<file path="src/rtl/bike_bank_loader.sv">
// Streams 32-bit words into one of NUM_OF_BANKS downstream register banks.
// The target bank is cleared for one cycle, then receives BANK_SIZE words in order.
module bike_bank_loader #(
    parameter int NUM_OF_BANKS = 4,
    parameter int BANK_SIZE    = 8,
    localparam int SEL_W = (NUM_OF_BANKS > 1) ? $clog2(NUM_OF_BANKS) : 1,
    localparam int CNT_W = (BANK_SIZE > 1) ? $clog2(BANK_SIZE) : 1
) (
    input  logic                    clk,
    input  logic                    reset,
    input  logic                    start,
    input  logic [SEL_W-1:0]        bank_sel,
    input  logic                    s_valid,
    input  logic [31:0]             s_data,
    output logic                    s_ready,
    output logic                    bank_resetn [NUM_OF_BANKS-1:0],
    output logic [BANK_SIZE-1:0]    bank_enable [NUM_OF_BANKS-1:0],
    output logic [31:0]             bank_din    [NUM_OF_BANKS-1:0],
    output logic                    busy,
    output logic                    done,
    output logic [NUM_OF_BANKS-1:0] bank_full
);

    typedef enum logic [2:0] {
        IDLE  = 3'd0,
        CLEAR = 3'd1,
        LOAD  = 3'd2,
        FLUSH = 3'd3,
        DONE  = 3'd4
    } state_t;

    localparam logic [SEL_W:0]     NUM_BANKS_W = (SEL_W + 1)'(NUM_OF_BANKS);
    localparam logic [CNT_W-1:0]   LAST_WORD   = CNT_W'(BANK_SIZE - 1);
    localparam logic [BANK_SIZE-1:0] ONE_HOT0  = BANK_SIZE'(1);

    state_t                  state_r;
    state_t                  state_next_s;
    logic [SEL_W-1:0]        sel_r;
    logic [SEL_W-1:0]        sel_next_s;
    logic [CNT_W-1:0]        cnt_r;
    logic                    accept_s;
    logic                    hs_s;
    logic                    s_ready_r;
    logic                    busy_r;
    logic                    done_r;
    logic [NUM_OF_BANKS-1:0] bank_full_r;
    logic                    bank_resetn_r [NUM_OF_BANKS-1:0];
    logic [BANK_SIZE-1:0]    bank_enable_r [NUM_OF_BANKS-1:0];
    logic [31:0]             bank_din_r    [NUM_OF_BANKS-1:0];

    // Next-state decode; outputs are registered from the next state so they align with it.
    always_comb begin
        state_next_s = state_r;
        accept_s     = 1'b0;
        hs_s         = 1'b0;
        case (state_r)
            IDLE: begin
                if (start && ({1'b0, bank_sel} < NUM_BANKS_W)) begin
                    accept_s     = 1'b1;
                    state_next_s = CLEAR;
                end else begin
                    state_next_s = IDLE;
                end
            end
            CLEAR: state_next_s = LOAD;
            LOAD: begin
                if (s_valid && s_ready_r) begin
                    hs_s = 1'b1;
                    if (cnt_r == LAST_WORD) begin
                        state_next_s = FLUSH;
                    end else begin
                        state_next_s = LOAD;
                    end
                end else begin
                    state_next_s = LOAD;
                end
            end
            FLUSH:   state_next_s = DONE;
            DONE:    state_next_s = IDLE;
            default: state_next_s = IDLE;
        endcase
        sel_next_s = accept_s ? bank_sel : sel_r;
    end

    // State, counter and all registered outputs; reset holds every bank in clear.
    always_ff @(posedge clk or posedge reset) begin
        if (reset) begin
            state_r     <= IDLE;
            sel_r       <= '0;
            cnt_r       <= '0;
            s_ready_r   <= 1'b0;
            busy_r      <= 1'b0;
            done_r      <= 1'b0;
            bank_full_r <= '0;
            for (int i = 0; i < NUM_OF_BANKS; i++) begin
                bank_resetn_r[i] <= 1'b0;
                bank_enable_r[i] <= '0;
                bank_din_r[i]    <= 32'h0000_0000;
            end
        end else begin
            state_r   <= state_next_s;
            sel_r     <= sel_next_s;
            s_ready_r <= (state_next_s == LOAD);
            busy_r    <= (state_next_s != IDLE);
            done_r    <= (state_next_s == DONE);
            if (state_r == CLEAR) begin
                cnt_r <= '0;
            end else if (hs_s) begin
                cnt_r <= cnt_r + CNT_W'(1);
            end else begin
                cnt_r <= cnt_r;
            end
            for (int i = 0; i < NUM_OF_BANKS; i++) begin
                bank_resetn_r[i] <= !((state_next_s == CLEAR) && (sel_next_s == SEL_W'(i)));
                if (hs_s && (sel_r == SEL_W'(i))) begin
                    bank_enable_r[i] <= ONE_HOT0 << cnt_r;
                    bank_din_r[i]    <= s_data;
                end else begin
                    bank_enable_r[i] <= '0;
                    bank_din_r[i]    <= 32'h0000_0000;
                end
                // The full flag drops when a reload is accepted and rises entering DONE.
                if (accept_s && (bank_sel == SEL_W'(i))) begin
                    bank_full_r[i] <= 1'b0;
                end else if ((state_next_s == DONE) && (sel_r == SEL_W'(i))) begin
                    bank_full_r[i] <= 1'b1;
                end else begin
                    bank_full_r[i] <= bank_full_r[i];
                end
            end
        end
    end

    assign s_ready     = s_ready_r;
    assign busy        = busy_r;
    assign done        = done_r;
    assign bank_full   = bank_full_r;
    assign bank_resetn = bank_resetn_r;
    assign bank_enable = bank_enable_r;
    assign bank_din    = bank_din_r;

endmodule

</file>
<file path="config.mk">
export PLATFORM = sky130hd
export DESIGN_NAME = bike_bank_loader
export DESIGN_NICKNAME = d
export VERILOG_FILES = /design/src/rtl/bike_bank_loader.sv
export SDC_FILE = /design/constraint.sdc
export NUM_CORES = 1
export LEC_CHECK = 0
export BUFFER_PORTS_ARGS = -buffer_cell sky130_fd_sc_hd__buf_2
export CORE_MARGIN = 2
export CORE_UTILIZATION = 53
export CTS_CLUSTER_SIZE = 14
export DETAILED_ROUTE_END_ITERATION = 10
export PLACE_DENSITY = 0.92
export RECOVER_POWER = 100
export SYNTH_ARGS = -nofsm -noshare
export SYNTH_HDL_FRONTEND = slang
export SYNTH_SLANG_ARGS = --single-unit
</file>
<file path="constraint.sdc">
create_clock -name clk -period 15.2 [get_ports clk]
set_input_delay 3.04 -clock clk [delete_from_list [all_inputs] [get_ports clk]]
set_output_delay 3.04 -clock clk [all_outputs]
set_load 0.02 [all_outputs]
</file>
---- Word-level counts from Yosys, hierarchy flattened ----
Cells that the tools add are included.
operators by class
  add/sub/neg operators ................... 1
  multiply operators ...................... 0
  div/mod/pow operators ................... 0
  order comparisons ....................... 0
  equal/unequal tests ..................... 16
  shifts and indexed selects .............. 1
  multiplexer cells ....................... 27
  bitwise gates (word level) .............. 0
  reduce and logical (&&, ||, !) cells .... 31
operators with widths
  cell                                                                    number
  32-bit 2-to-1 mux                                                       4
  8-bit 2-to-1 mux                                                        4
  1-bit logical AND                                                       17
  1-bit 2-to-1 mux                                                        14
  2-bit equality test (second input constant)                             6
  3-bit case mux with 4 select lines                                      1
  2-bit nonzero test                                                      5
  3-bit by 2-bit equality test with 1-bit output (second input constant)  3
  3-bit 2-to-1 mux                                                        3
  1-bit by 3-bit << shifter with 8-bit output (first input constant)      1
  2-bit by 1-bit equality test with 1-bit output (second input constant)  3
  3-bit by 1-bit equality test with 1-bit output (second input constant)  2
  3-bit equality test (second input constant)                             2
  2-bit logical NOT                                                       3
  1-bit logical NOT                                                       4
  3-bit by 1-bit adder with 3-bit output (second input constant)          1
  3-bit logical NOT                                                       1
  3-bit nonzero test                                                      1
  2-bit 2-to-1 mux                                                        1
word-level totals
  register bits after elaboration ......... 179
  latch bits .............................. 0
  bits in writable memories ............... 0
  memory bits (read-only) ................. 0
  input bits .............................. 38
  output and inout bits ................... 171
  logic and storage cells ................. 98
  memories kept ........................... 0

---- Depth between registers and ports, before layout ----
  depth after elaboration ................. 8
  mapped depth ............................ 5
  gate-level depth less buffers ........... 5

---- Worst setup path after synthesis ----
OpenSTA, ideal clock, no wires.
  kind .................................... input to register
  from .................................... input s_valid
  to ...................................... register bank_din_r, in the netlist bank_din[10]
  library setup time ...................... 0.119 ns
  arrival ................................. 3.789 ns
  required time ........................... 15.081 ns
  setup slack ............................. 11.292 ns
  cell stages on the path ................. 4
  path buffers ............................ 1
  path through ............................ and4b_2 -> and3_2 -> buf_4 -> and2_1
on the way
  cells in the longest elaborated chain, start to end .. 5
ends and longest elaborated chain
  element                        RTL line  source
  start, declared                13        input logic s_valid,
  1-bit logical AND              67        if (s_valid && s_ready_r) begin
  1-bit 2-to-1 mux               67
  1-bit 2-to-1 mux               56        case (state_r)
  1-bit logical AND              115       if (hs_s && (sel_r == SEL_W'(i))) begin
  32-bit 2-to-1 mux              115
  end signal, assigned by index  117       bank_din_r[i] <= s_data;
  end, declared                  49        logic [31:0] bank_din_r [NUM_OF_BANKS-1:0];
No other way between the ends.
A chain may end at the register's enable or synchronous reset.

==> impl_metrics.json <==
{
  "status": "finished, violations left",
  "violations": "capacitance limit, slew limit",
  "finalClockSkew_ns": 0.00915,
  "clock_path_buffers": 2,
  "holdPathStages": 1,
  "drive_gt1_frac": 0.105,
  "hp-start": "bank_full[1]$_DFFE_PP0P_",
  "cts-root-buf": "clkbuf_16",
  "hold_viol": 0,
  "row_count": 38,
  "ant_nets": 0,
  "syn-num-nets": 471,
  "yosys_warnings": 0,
  "grt_pass1_vias": 3893,
  "grt_pass1_wl_um": 19300,
  "synth_edf_count": 0,
  "tns_ns": 0,
  "r2r_cells": 3,
  "gp_congestion": 0.798,
  "cts_resized": 0,
  "syn_area_um2": 5970,
  "vdd_ir_drop_max_uv": 92.7,
  "syn_to_final_growth_pct": 24.9,
  "crit_arrival_ns": 6.50,
  "leakage_uw": 0.00358,
  "ys_types": 30,
  "core-area_um2": 10900,
  "cts_buffers": 17,
  "rsz0062_at_grt": "no",
  "drtPass1Iterations": 4,
  "min_to": "bank_full[1]$_DFFE_PP0P_",
  "nets": 682,
  "synthFlopType": "dfrtp_1",
  "worstSetupPathType": "primary input to async pin",
  "antenna_found_initial": 1,
  "powerDensity_nw_per_um2": 149,
  "whs_ns": 0.510,
  "timing.fmax_ghz": 0.163,
  "grt-ovfl-total": 0,
  "crit_fanout": 96,
  "p_comb_frac": 0.122,
  "finalCritPeriodShare": 0.402,
  "wl_met1_um": 5180,
  "synthCells": 427,
  "die-area_um2": 12100,
  "swShare": 0.266,
  "clk_pin_slew_ns": 0.07,
  "port_buffers": 208,
  "intPower_uw": 815,
  "start_util": 0.546,
  "worstMarginPinSlew_ns": 3.93,
  "clkSinkCount": 179,
  "crit_path_end_kind": "async pin",
  "via_per_inst": 4.81,
  "worstReg2RegEnd": "bank_din[62]$_DFF_PP0_",
  "clock_latency_ns": 0.41,
  "seqPwrFrac": 0.479,
  "postCtsHoldBufs": 0,
  "ys_ff_latch": 179,
  "first_iter_violations": 328,
  "pin_count": 209,
  "crit_required_ns": 15.58,
  "drc": 0,
  "wl_met2_um": 6510,
  "r2r_setup_slack_ns": 11.24,
  "setup_viol": 0,
  "avgSynthCellArea_um2": 14.0,
  "routedWlPerCell_um": 16.3,
  "cts_tree": "built",
  "wl_met3_um": 914,
  "die_y_um": 110,
  "slew_headroom": -1.64,
  "maxSlewViolCount": 165,
  "drt-total-wl_um": 12900,
  "power.switching_uw": 295,
  "dr.max_layer_used": "met4",
  "grt_max_degree": 97,
  "yosysSeqAreaShare": 0.751,
  "synthArstFlopShare": 1.00,
  "r2r-start": "state_r[2]$_DFF_PP0_",
  "hpwl_um": 8640,
  "grt_use_total": 0.215,
  "hold_path_class": "flip-flop to flip-flop",
  "startpoint_type": "primary input",
  "vias": 3806,
  "clock_power_share": 0.399,
  "layout_min_cycle_time_ns": 6.12,
  "die_width_um": 110,
  "max_cap_violations": 3,
  "htree_levels": 4,
  "post-cts-setup-buffer-count": 0
}
[cells in the final DEF, fill, tap and decap left out, drive strengths merged, types with 2 or more instances in the layout]
| master | instances |
|---|---|
| clkbuf | 193 |
| dfrtp | 179 |
| and2 | 132 |
| buf | 37 |
| nor2 | 33 |
| nand2 | 17 |
| inv | 8 |
| ha | 6 |
| nand3 | 5 |
| nor3 | 4 |
| clkinvlp | 4 |
| or3 | 3 |
| a21oi | 3 |
| bufinv | 3 |
| and3 | 2 |
| nor2b | 2 |
| and3b | 2 |
| a31oi | 2 |
| o21ai | 2 |
| clkinv | 2 |
[stage by stage]
step	cells	worst slack [ns]	area, µm²	total power, µW	util
2_1_floorplan	427	7.30	5970	635	-
3_3_place_gp	759	10.47	7110	681	0.650
3_5_place_dp	759	10.36	7110	688	0.650
4_1_cts	790	10.79	7720	1130	0.706
5_1_grt	791	8.34	7450	1160	0.682
6_report	791	9.08	7450	1110	0.682
[power groups by stage]
stage / Sequential (µW) / Clock [µW] / Combinational, µW
after global placement: 539 / 0 / 142
final: 531 / 443 / 135
after global routing: 535 / 475 / 152
after CTS: 533 / 451 / 148
after detailed placement: 541 / 0 / 147
after floorplan: 562 / 0 / 72.7
[layer usage]
metal | vias up | GRT usage
met3 | 14 | 0.0611
met1 | 1897 | 0.261
met5 | - | 0
met2 | 150 | 0.362
met4 | 0 | 0.0884
li1 | 1745 | -
[sequential cells by signal, indices dropped and copies added (netlist names)]
name / count
state_r: 3
bank_din: 128
sel_r: 2
bank_resetn: 4
done: 1
bank_enable: 32
cnt_r: 3
bank_full: 4
busy: 1
s_ready: 1
[cell families (layout without fill, tap and decap cells)]
kind of cell / count (synthesis) / after routing / share of synthesized area
mux: 1 / 1 / 0.00168
other cells: 0 / 1 / 0
compound gates: 9 / 9 / 0.00902
buf+inv: 24 / 247 / 0.0205
flops: 179 / 179 / 0.751
simple gates: 207 / 207 / 0.204
fa+ha+maj: 6 / 6 / 0.0126
xor+xnor: 1 / 1 / 0.00147
[cell type report]
class | count | area, µm²
well taps | 140 | 175
diodes | 1 | 2.50
repair buffers | 209 | 833
inverters | 7 | 27.5
flip-flops and latches | 179 | 4480
clock inverters | 10 | 150
multi-input cells | 224 | 1330
fillers | 838 | 3480
clock buffers | 21 | 460
[critical path, cell delays in order]
cell	delay, ns
buf_2	0.10
clkinvlp_2	2.21
buf_4	1.06
[synth_stat cells (all sizes together) (2+ instances only)]
master / number / area, µm²
dfrtp: 179 / 4480
and2: 132 / 826
nor2: 33 / 124
nand2: 17 / 63.8
buf: 14 / 85.1
inv: 7 / 26.3
ha: 6 / 75.1
nand3: 5 / 25.0
nor3: 4 / 30.0
a21oi: 3 / 15.0
clkbuf: 3 / 11.3
or3: 3 / 18.8
a31oi: 2 / 12.5
and3: 2 / 15.0
and3b: 2 / 17.5
nor2b: 2 / 12.5
o21ai: 2 / 10.0
[how the worst max path moves through the flow]
stage	startpoint	end	depth (start not counted)
floorplan	reset	bank_din[0]$_DFF_PP0_	1
global placement	reset	s_ready$_DFF_PP0_	3
detailed placement	reset	bank_din[34]$_DFF_PP0_	3
CTS	reset	bank_din[33]$_DFF_PP0_	3
global route	reset	bank_din[98]$_DFF_PP0_	3
finish	reset	bank_enable[31]$_DFF_PP0_	3
Note: power is estimated with default switching activity, not from simulation.
